==> config.mk <==
export PLATFORM = sky130hd
export DESIGN_NAME = uart_receiver_65bit
export DESIGN_NICKNAME = d
export VERILOG_FILES = /design/src/rtl/uart_receiver_65bit_pkg.sv /design/src/rtl/uart_rx_byte.sv /design/src/rtl/uart_receiver_65bit.sv
export SDC_FILE = /design/constraint.sdc
export NUM_CORES = 1
export LEC_CHECK = 0
export ABC_AREA = 1
export CORE_ASPECT_RATIO = 1.75
export CORE_MARGIN = 4
export CORE_UTILIZATION = 25
export CTS_CLUSTER_SIZE = 14
export DETAILED_ROUTE_END_ITERATION = 12
export MAX_ROUTING_LAYER = met4
export SLEW_MARGIN = 20
export SYNTH_ARGS = -nofsm -noshare
export SYNTH_HDL_FRONTEND = slang
export SYNTH_SLANG_ARGS = --single-unit
==> constraint.sdc <==
create_clock -name clk -period 22.1 [get_ports clk]
set_input_delay 4.42 -clock clk [delete_from_list [all_inputs] [get_ports clk]]
set_output_delay 4.42 -clock clk [all_outputs]
set_load 0.01 [all_outputs]
==> src/rtl/uart_receiver_65bit_pkg.sv <==
// Shared constants, state encoding and helpers for the 65-bit UART receiver.
package uart_receiver_65bit_pkg;

  localparam int unsigned FRAME_BITS  = 65;
  localparam int unsigned FRAME_BYTES = 9;
  localparam int unsigned SHADOW_BITS = 64;
  localparam int unsigned CNT_W       = 16;
  localparam int unsigned BIT_IDX_W   = 3;
  localparam int unsigned BYTE_CNT_W  = 4;
  localparam int unsigned TMO_W       = 32;

  typedef enum logic [1:0] {
    ST_IDLE  = 2'd0,
    ST_START = 2'd1,
    ST_DATA  = 2'd2,
    ST_STOP  = 2'd3
  } rx_state_t;

  // The last byte carries only frame bit 64; its upper seven bits must be zero.
  function automatic logic pad_ok(input logic [7:0] b);
    return (b[7:1] == 7'd0);
  endfunction

endpackage

==> src/rtl/uart_rx_byte.sv <==
// 8N1 byte receiver: input synchroniser plus START/DATA/STOP sampling FSM.
module uart_rx_byte
  import uart_receiver_65bit_pkg::*;
#(
  parameter int unsigned BAUD_DIVISOR = 5208
) (
  input  logic       clk,
  input  logic       rst,
  input  logic       i_rx,
  output logic [7:0] o_byte,
  output logic       o_byte_valid,
  output logic       o_byte_ferr,
  output logic       o_active_c
);

  localparam logic [CNT_W-1:0] HALF_M1 = CNT_W'(BAUD_DIVISOR / 2 - 1);
  localparam logic [CNT_W-1:0] FULL_M1 = CNT_W'(BAUD_DIVISOR - 1);

  logic                 r_sync1;
  logic                 r_sync2;
  logic                 r_prev;
  rx_state_t            r_state;
  logic [CNT_W-1:0]     r_cnt;
  logic [BIT_IDX_W-1:0] r_bit_idx;
  logic [7:0]           r_shift;
  logic [7:0]           r_byte;
  logic                 r_byte_valid;
  logic                 r_byte_ferr;

  // Two-flop synchroniser plus one delayed copy for falling-edge detection; idle-high reset.
  always_ff @(posedge clk or posedge rst) begin
    if (rst) begin
      r_sync1 <= 1'b1;
      r_sync2 <= 1'b1;
      r_prev  <= 1'b1;
    end else begin
      r_sync1 <= i_rx;
      r_sync2 <= r_sync1;
      r_prev  <= r_sync2;
    end
  end

  // Byte FSM; the baud counter restarts from zero on every state change.
  always_ff @(posedge clk or posedge rst) begin
    if (rst) begin
      r_state      <= ST_IDLE;
      r_cnt        <= '0;
      r_bit_idx    <= '0;
      r_shift      <= '0;
      r_byte       <= '0;
      r_byte_valid <= 1'b0;
      r_byte_ferr  <= 1'b0;
    end else begin
      r_byte_valid <= 1'b0;
      r_byte_ferr  <= 1'b0;
      case (r_state)
        ST_IDLE: begin
          r_cnt     <= '0;
          r_bit_idx <= '0;
          // Needs a genuine 1->0 edge, so a line stuck low after a bad stop bit stays ignored.
          if (r_prev && !r_sync2) begin
            r_state <= ST_START;
          end
        end
        ST_START: begin
          if (r_cnt == HALF_M1) begin
            r_cnt   <= '0;
            r_state <= r_sync2 ? ST_IDLE : ST_DATA;
          end else begin
            r_cnt <= r_cnt + CNT_W'(1);
          end
        end
        ST_DATA: begin
          if (r_cnt == FULL_M1) begin
            r_cnt              <= '0;
            r_shift[r_bit_idx] <= r_sync2;
            r_bit_idx          <= r_bit_idx + BIT_IDX_W'(1);
            if (r_bit_idx == BIT_IDX_W'(7)) begin
              r_state <= ST_STOP;
            end
          end else begin
            r_cnt <= r_cnt + CNT_W'(1);
          end
        end
        ST_STOP: begin
          if (r_cnt == FULL_M1) begin
            r_cnt   <= '0;
            r_state <= ST_IDLE;
            if (r_sync2) begin
              r_byte       <= r_shift;
              r_byte_valid <= 1'b1;
            end else begin
              r_byte_ferr <= 1'b1;
            end
          end else begin
            r_cnt <= r_cnt + CNT_W'(1);
          end
        end
        default: begin
          r_state <= ST_IDLE;
          r_cnt   <= '0;
        end
      endcase
    end
  end

  assign o_byte       = r_byte;
  assign o_byte_valid = r_byte_valid;
  assign o_byte_ferr  = r_byte_ferr;
  assign o_active_c   = (r_state != ST_IDLE);

endmodule

==> src/rtl/uart_receiver_65bit.sv <==
// 65-bit frame receiver: assembles nine 8N1 bytes into one frame with strobes.
module uart_receiver_65bit
  import uart_receiver_65bit_pkg::*;
#(
  parameter int unsigned CLOCK_FREQ   = 50_000_000,
  parameter int unsigned BAUD_RATE    = 9600,
  parameter int unsigned TIMEOUT_BITS = 20
) (
  input  logic                  clk,
  input  logic                  rst,
  input  logic                  rx_input_uart,
  output logic [FRAME_BITS-1:0] rx_frame_data,
  output logic                  rx_frame_valid,
  output logic                  rx_frame_error,
  output logic                  rx_busy
);

  localparam int unsigned BAUD_DIVISOR = CLOCK_FREQ / BAUD_RATE;
  localparam int unsigned TMO_LIMIT_M1 = TIMEOUT_BITS * BAUD_DIVISOR - 1;

  logic [7:0]             w_byte;
  logic                   w_byte_valid;
  logic                   w_byte_ferr;
  logic                   w_active;

  logic [BYTE_CNT_W-1:0]  r_byte_cnt;
  logic [SHADOW_BITS-1:0] r_shadow;
  logic [TMO_W-1:0]       r_tmo_cnt;
  logic [FRAME_BITS-1:0]  r_frame_data;
  logic                   r_frame_valid;
  logic                   r_frame_error;
  logic                   r_busy;

  uart_rx_byte #(
    .BAUD_DIVISOR (BAUD_DIVISOR)
  ) u_rx_byte (
    .clk          (clk),
    .rst          (rst),
    .i_rx         (rx_input_uart),
    .o_byte       (w_byte),
    .o_byte_valid (w_byte_valid),
    .o_byte_ferr  (w_byte_ferr),
    .o_active_c   (w_active)
  );

  // Frame assembly, pad check, inter-byte timeout and registered outputs.
  always_ff @(posedge clk or posedge rst) begin
    if (rst) begin
      r_byte_cnt    <= '0;
      r_shadow      <= '0;
      r_tmo_cnt     <= '0;
      r_frame_data  <= '0;
      r_frame_valid <= 1'b0;
      r_frame_error <= 1'b0;
      r_busy        <= 1'b0;
    end else begin
      r_frame_valid <= 1'b0;
      r_frame_error <= 1'b0;
      r_busy        <= w_active | (r_byte_cnt != '0);

      // Timeout only runs while idle with a partial frame; a start edge leaves IDLE and clears it.
      if (w_active || (r_byte_cnt == '0)) begin
        r_tmo_cnt <= '0;
      end else if (r_tmo_cnt == TMO_W'(TMO_LIMIT_M1)) begin
        r_tmo_cnt     <= '0;
        r_frame_error <= 1'b1;
        r_byte_cnt    <= '0;
      end else begin
        r_tmo_cnt <= r_tmo_cnt + TMO_W'(1);
      end

      if (w_byte_ferr) begin
        r_frame_error <= 1'b1;
        r_byte_cnt    <= '0;
      end else if (w_byte_valid) begin
        if (r_byte_cnt == BYTE_CNT_W'(FRAME_BYTES - 1)) begin
          r_byte_cnt <= '0;
          if (pad_ok(w_byte)) begin
            r_frame_data  <= {w_byte[0], r_shadow};
            r_frame_valid <= 1'b1;
          end else begin
            r_frame_error <= 1'b1;
          end
        end else begin
          r_shadow[{r_byte_cnt[2:0], 3'b000} +: 8] <= w_byte;
          r_byte_cnt <= r_byte_cnt + BYTE_CNT_W'(1);
        end
      end
    end
  end

  assign rx_frame_data  = r_frame_data;
  assign rx_frame_valid = r_frame_valid;
  assign rx_frame_error = r_frame_error;
  assign rx_busy        = r_busy;

endmodule

# Yosys cells after proc, flatten, opt, wreduce, memory -nomap -nowiden
# Cells that the tools add are included.
# Widths: inputs -> output; s select.
[word_totals]
ff_bits = 210
[classes]
n_addsub = 5
magnitude_cmp = 2
eq_ne = 14
n_shift = 2
mux = 39
bitwise_logic = 3
reduce_logical = 19
[op_table]
columns = ["cell", "n"]
rows = [
  ["$bwmux 64", 1],
  ["$mux 32", 2],
  ["$shift 8x8->64 const A", 1],
  ["$shiftx 8x8->64", 1],
  ["$pmux 16 s3", 1],
  ["$add 32x1->32 const B", 1],
  ["$eq 32x17->1 const B", 1],
  ["$mux 16", 2],
  ["$mux 4", 5],
  ["$mux 1", 17],
  ["$add 16x1->16 const B", 1],
  ["$eq 16x12->1 const B", 1],
  ["$eq 16x13->1 const B", 1],
  ["$mux 2", 6],
  ["$ne 2x1->1 const B", 5],
  ["$bwmux 8", 1],
  ["$neg 6->8", 1],
  ["$pmux 2 s4", 1],
  ["$logic_not 7->1", 1],
  ["$pmux 3 s2", 1],
  ["$reduce_and 2->1", 3],
  ["$reduce_and 3->1", 2],
  ["$reduce_and 5->1", 1],
  ["$add 4x1->4 const B", 1],
  ["other kinds (22)", 26],
]

# Logic depth before layout (Yosys ltp)
[logic_depth]
depth_word = 7
mapped_depth = 13
mapped_depth_nobuf = 12

# Modules after synthesis
# A second synthesis with hierarchy kept.
[unflattened]
hier_cells = 1239
area_unflattened_um2 = 9831.9
[modules_own_cells]
columns = ["mod", "n_inst", "cells_each", "area_per_inst_um2", "seq_area_each_um2"]
rows = [
  ["uart_receiver_65bit", 1, 949, 7631.1, 4204.0],
  ["uart_rx_byte", 1, 290, 2200.9, 1054.8],
]

# Worst setup path after synthesis
# OpenSTA, ideal clock, no wires.
[synth_timing]
path_kind = "register -> output"
from = "register r_frame_data[0] (netlist: rx_frame_data[0])"
to = "output port rx_frame_data[0]"
arrival_time_ns = 0.385
required_ns = 17.680
slack_ns = 17.295
stages_incl_launch_ff = 1
path_buffers = 0
path_cell_list = "dfrtp_1"
[synth_rtl]
columns = ["element", "line", "text"]
rows = [
  ["from (decl)", "uart_receiver_65bit.sv:29", "logic [FRAME_BITS-1:0] r_frame_data;"],
  ["from (signal assigned)", "uart_receiver_65bit.sv:79", "r_frame_data <= {w_byte[0], r_shadow};"],
  ["to (decl)", "uart_receiver_65bit.sv:12", "output logic [FRAME_BITS-1:0] rx_frame_data,"],
]
# No word-level cell between the ends.

==> impl_metrics.yaml <==
clock_tree:
  clock_sinks: 210
  cts_root_buf: "clkbuf_16"
  path_clk_slew_ns: 0.06
  cts_setup_buffers: 0
  cts_max_level: 1
  cts_buffer_depth: 3
  tritoncts: "built"
  cts_repair_resize_count: 0
  insertion_delay_ns: 0.51
  cts_hold_buf: 0
  cts_buffers: 20
place:
  place_congestion: 0.949
  port_buffers: 70
  dp_hpwl_um: 17300
die:
  core_um2: 36800
  fp.dieH_um: 263
  initial_core_util: 0.252
  pin_count: 71
  dieArea_um2: 40300
  die_w_um: 154
  rows: 93
drt:
  firstDrtPassIters: 4
  num_vias: 7161
  wl_met3_um: 865
  wl_um: 23900
  vias_per_cell: 4.43
  drt-initial-drc-count: 359
  wl_per_cell_um: 14.8
  dr_wl_met2_um: 13100
  drc: 0
  m1WireLength_um: 8570
  top_layer_used: "met4"
  ant_nets: 0
synth:
  syn_area_um2: 9270
  ys_warn_count: 0
  yosysSeqAreaShare: 0.567
  avgSynthCellArea_um2: 8.71
  ys_ff_latch: 210
  synth-edff-count: 0
  synthTopCellsByArea: "dfrtp_1 (56%), nand2_1 (13%), o21ai_0 (4.9%), inv_1 (4.1%), nor2_1 (3.7%)"
  ys_types: 38
  ys.flop_type: "dfrtp_1"
  yosysTopAreaCellShare: 0.559
  synth_top_area_cell: "dfrtp_1"
  syn_inst: 1064
  syn_nets: 1074
  async_flop_share: 1.00
global_route:
  track_usage: 0.123
  grt_pass1_vias: 7583
  grt_start_max_net_pins: 132
  grt-ovfl-total: 0
  grt_pass1_wl_um: 39300
  antenna_found_initial: 0
setup_path:
  cp.arrival_ns: 6.59
  start_kind: "input pin"
  end_kind: "asynchronous set/reset pin"
  crit_path_max_fanout: 131
  crit_type: "in -> async"
  rrSetupSlack_ns: 19.50
  required_ns: 22.59
finish:
  n_antenna_cell: 0
  area_growth_pct: 19.9
  layout.nets: 1143
  layout_common_cells: "nand2_1 (318), dfrtp_1 (207), inv_1 (100), nor2_1 (92), o21ai_0 (90)"
  final_common_cell: "nand2_1"
  drive_gt1_frac: 0.0657
power:
  p_leak_nw: 4.81
  ir_drop_v: 0.0000488
  design_power_total_mw: 0.810
  p_per_area_nw_per_um2: 72.9
sta:
  skew_ns: 0.0111
  timing.slew.headroom: 0.344
  tightest_slew_ns: 0.983
  setup_viol: 0
  grt_setup_unrepaired: "no"
  hold_slack_ns: 0.354
  period_needed_ns: 6.11
  tns_ns: 0
  fin_crit_sh: 0.276
  drv_slew: 0
  final_hold_viol_count: 0
  fmax_ghz: 0.164
flow_run:
  cap_viol_max_count: 0
worst_hold_path:
  worstHoldPathType: "reg -> reg"
status:
  status: "finished, final reports clean"
==> per-stage QoR <==
step / area, um^2 / setup slack [ns] / instances / utilization
floorplan: 9270 / 11.95 / 1064 / -
global placement: 10400 / 15.38 / 1586 / 0.283
detailed placement: 10400 / 15.38 / 1586 / 0.283
CTS: 11100 / 15.94 / 1616 / 0.302
global route: 11100 / 15.66 / 1616 / 0.302
finish: 11100 / 15.99 / 1616 / 0.302
==> registers in the layout (all words and copies together) (netlist names), named ones only <==
name / cells
rx_frame_data: 65
r_shadow: 64
r_tmo_cnt: 32
u_rx_byte.r_cnt: 16
u_rx_byte.o_byte: 8
u_rx_byte.r_shift: 8
r_byte_cnt: 4
u_rx_byte.r_bit_idx: 3
rx_busy: 1
rx_frame_error: 1
rx_frame_valid: 1
u_rx_byte.o_byte_ferr: 1
u_rx_byte.o_byte_valid: 1
u_rx_byte.r_prev: 1
u_rx_byte.r_state: 1
u_rx_byte.r_sync1: 1
u_rx_byte.r_sync2: 1
==> layer usage <==
| layer | vias up | GRT usage |
|---|---|---|
| met3 | 71 | 0.0161 |
| li1 | 3547 | - |
| met4 | 0 | 0.0669 |
| met2 | 144 | 0.230 |
| met1 | 3399 | 0.120 |
| met5 | - | - |
==> worst max-delay path, cell delays in order <==
cell and delay, ns:
clkdlybuf4s50_1 0.49, inv_8 0.63, buf_4 0.90
==> synthesized netlist by cell type (all sizes together), types with 4 or more instances <==
| cell | n |
|---|---|
| nand2 | 323 |
| dfrtp | 207 |
| o21ai | 110 |
| inv | 108 |
| nor2 | 95 |
| nand3 | 63 |
| nor3 | 39 |
| buf | 22 |
| xor2 | 22 |
| a21oi | 17 |
| nand4 | 17 |
| ha | 7 |
| nor4 | 5 |
| o22ai | 5 |
| xnor2 | 5 |
| clkbuf | 4 |
==> final timing paths <==
| kind | from | to | depth (start not counted) |
|---|---|---|---|
| min in group asynchronous | rst | u_rx_byte.r_cnt[11] | 2 |
| worst min register to register | u_rx_byte.r_sync1 | u_rx_byte.r_sync2 | 0 |
| worst min-delay path | u_rx_byte.r_sync1 | u_rx_byte.r_sync2 | 0 |
| max in group clk | rx_frame_data[7] | rx_frame_data[7] | 1 |
| worst max register to register | r_byte_cnt[0] | r_shadow[26] | 7 |
| worst max-delay path | rst | r_shadow[37] | 3 |
==> cell type report <==
type	count	area (um^2)
fill	3897	25700
clock inverter	4	98.8
tap	475	594
timing repair buffer	73	723
multi-input combinational	718	3420
inverter	110	420
sequential	210	5260
clock buffer	26	594
==> power breakdown <==
| part | switching (mW) | internal, mW | total, mW |
|---|---|---|---|
| Clock | 0.147 | 0.223 | 0.369 |
| Combinational | 0.0334 | 0.0126 | 0.0459 |
| Sequential | 0.00481 | 0.390 | 0.395 |
==> logic make-up (layout without fill, tap and decap cells) <==
| group | Yosys count | count (layout) | share of synthesized area |
|---|---|---|---|
| AND/OR/NAND/NOR | 546 | 546 | 0.252 |
| AO/OA/AOI/OAI | 138 | 138 | 0.0824 |
| adder cells (fa/ha/maj) | 7 | 7 | 0.00945 |
| buffers and inverters | 136 | 213 | 0.0635 |
| XOR/XNOR | 27 | 27 | 0.0255 |
| flip-flops | 210 | 210 | 0.567 |
(Power assumes the default switching activity.)
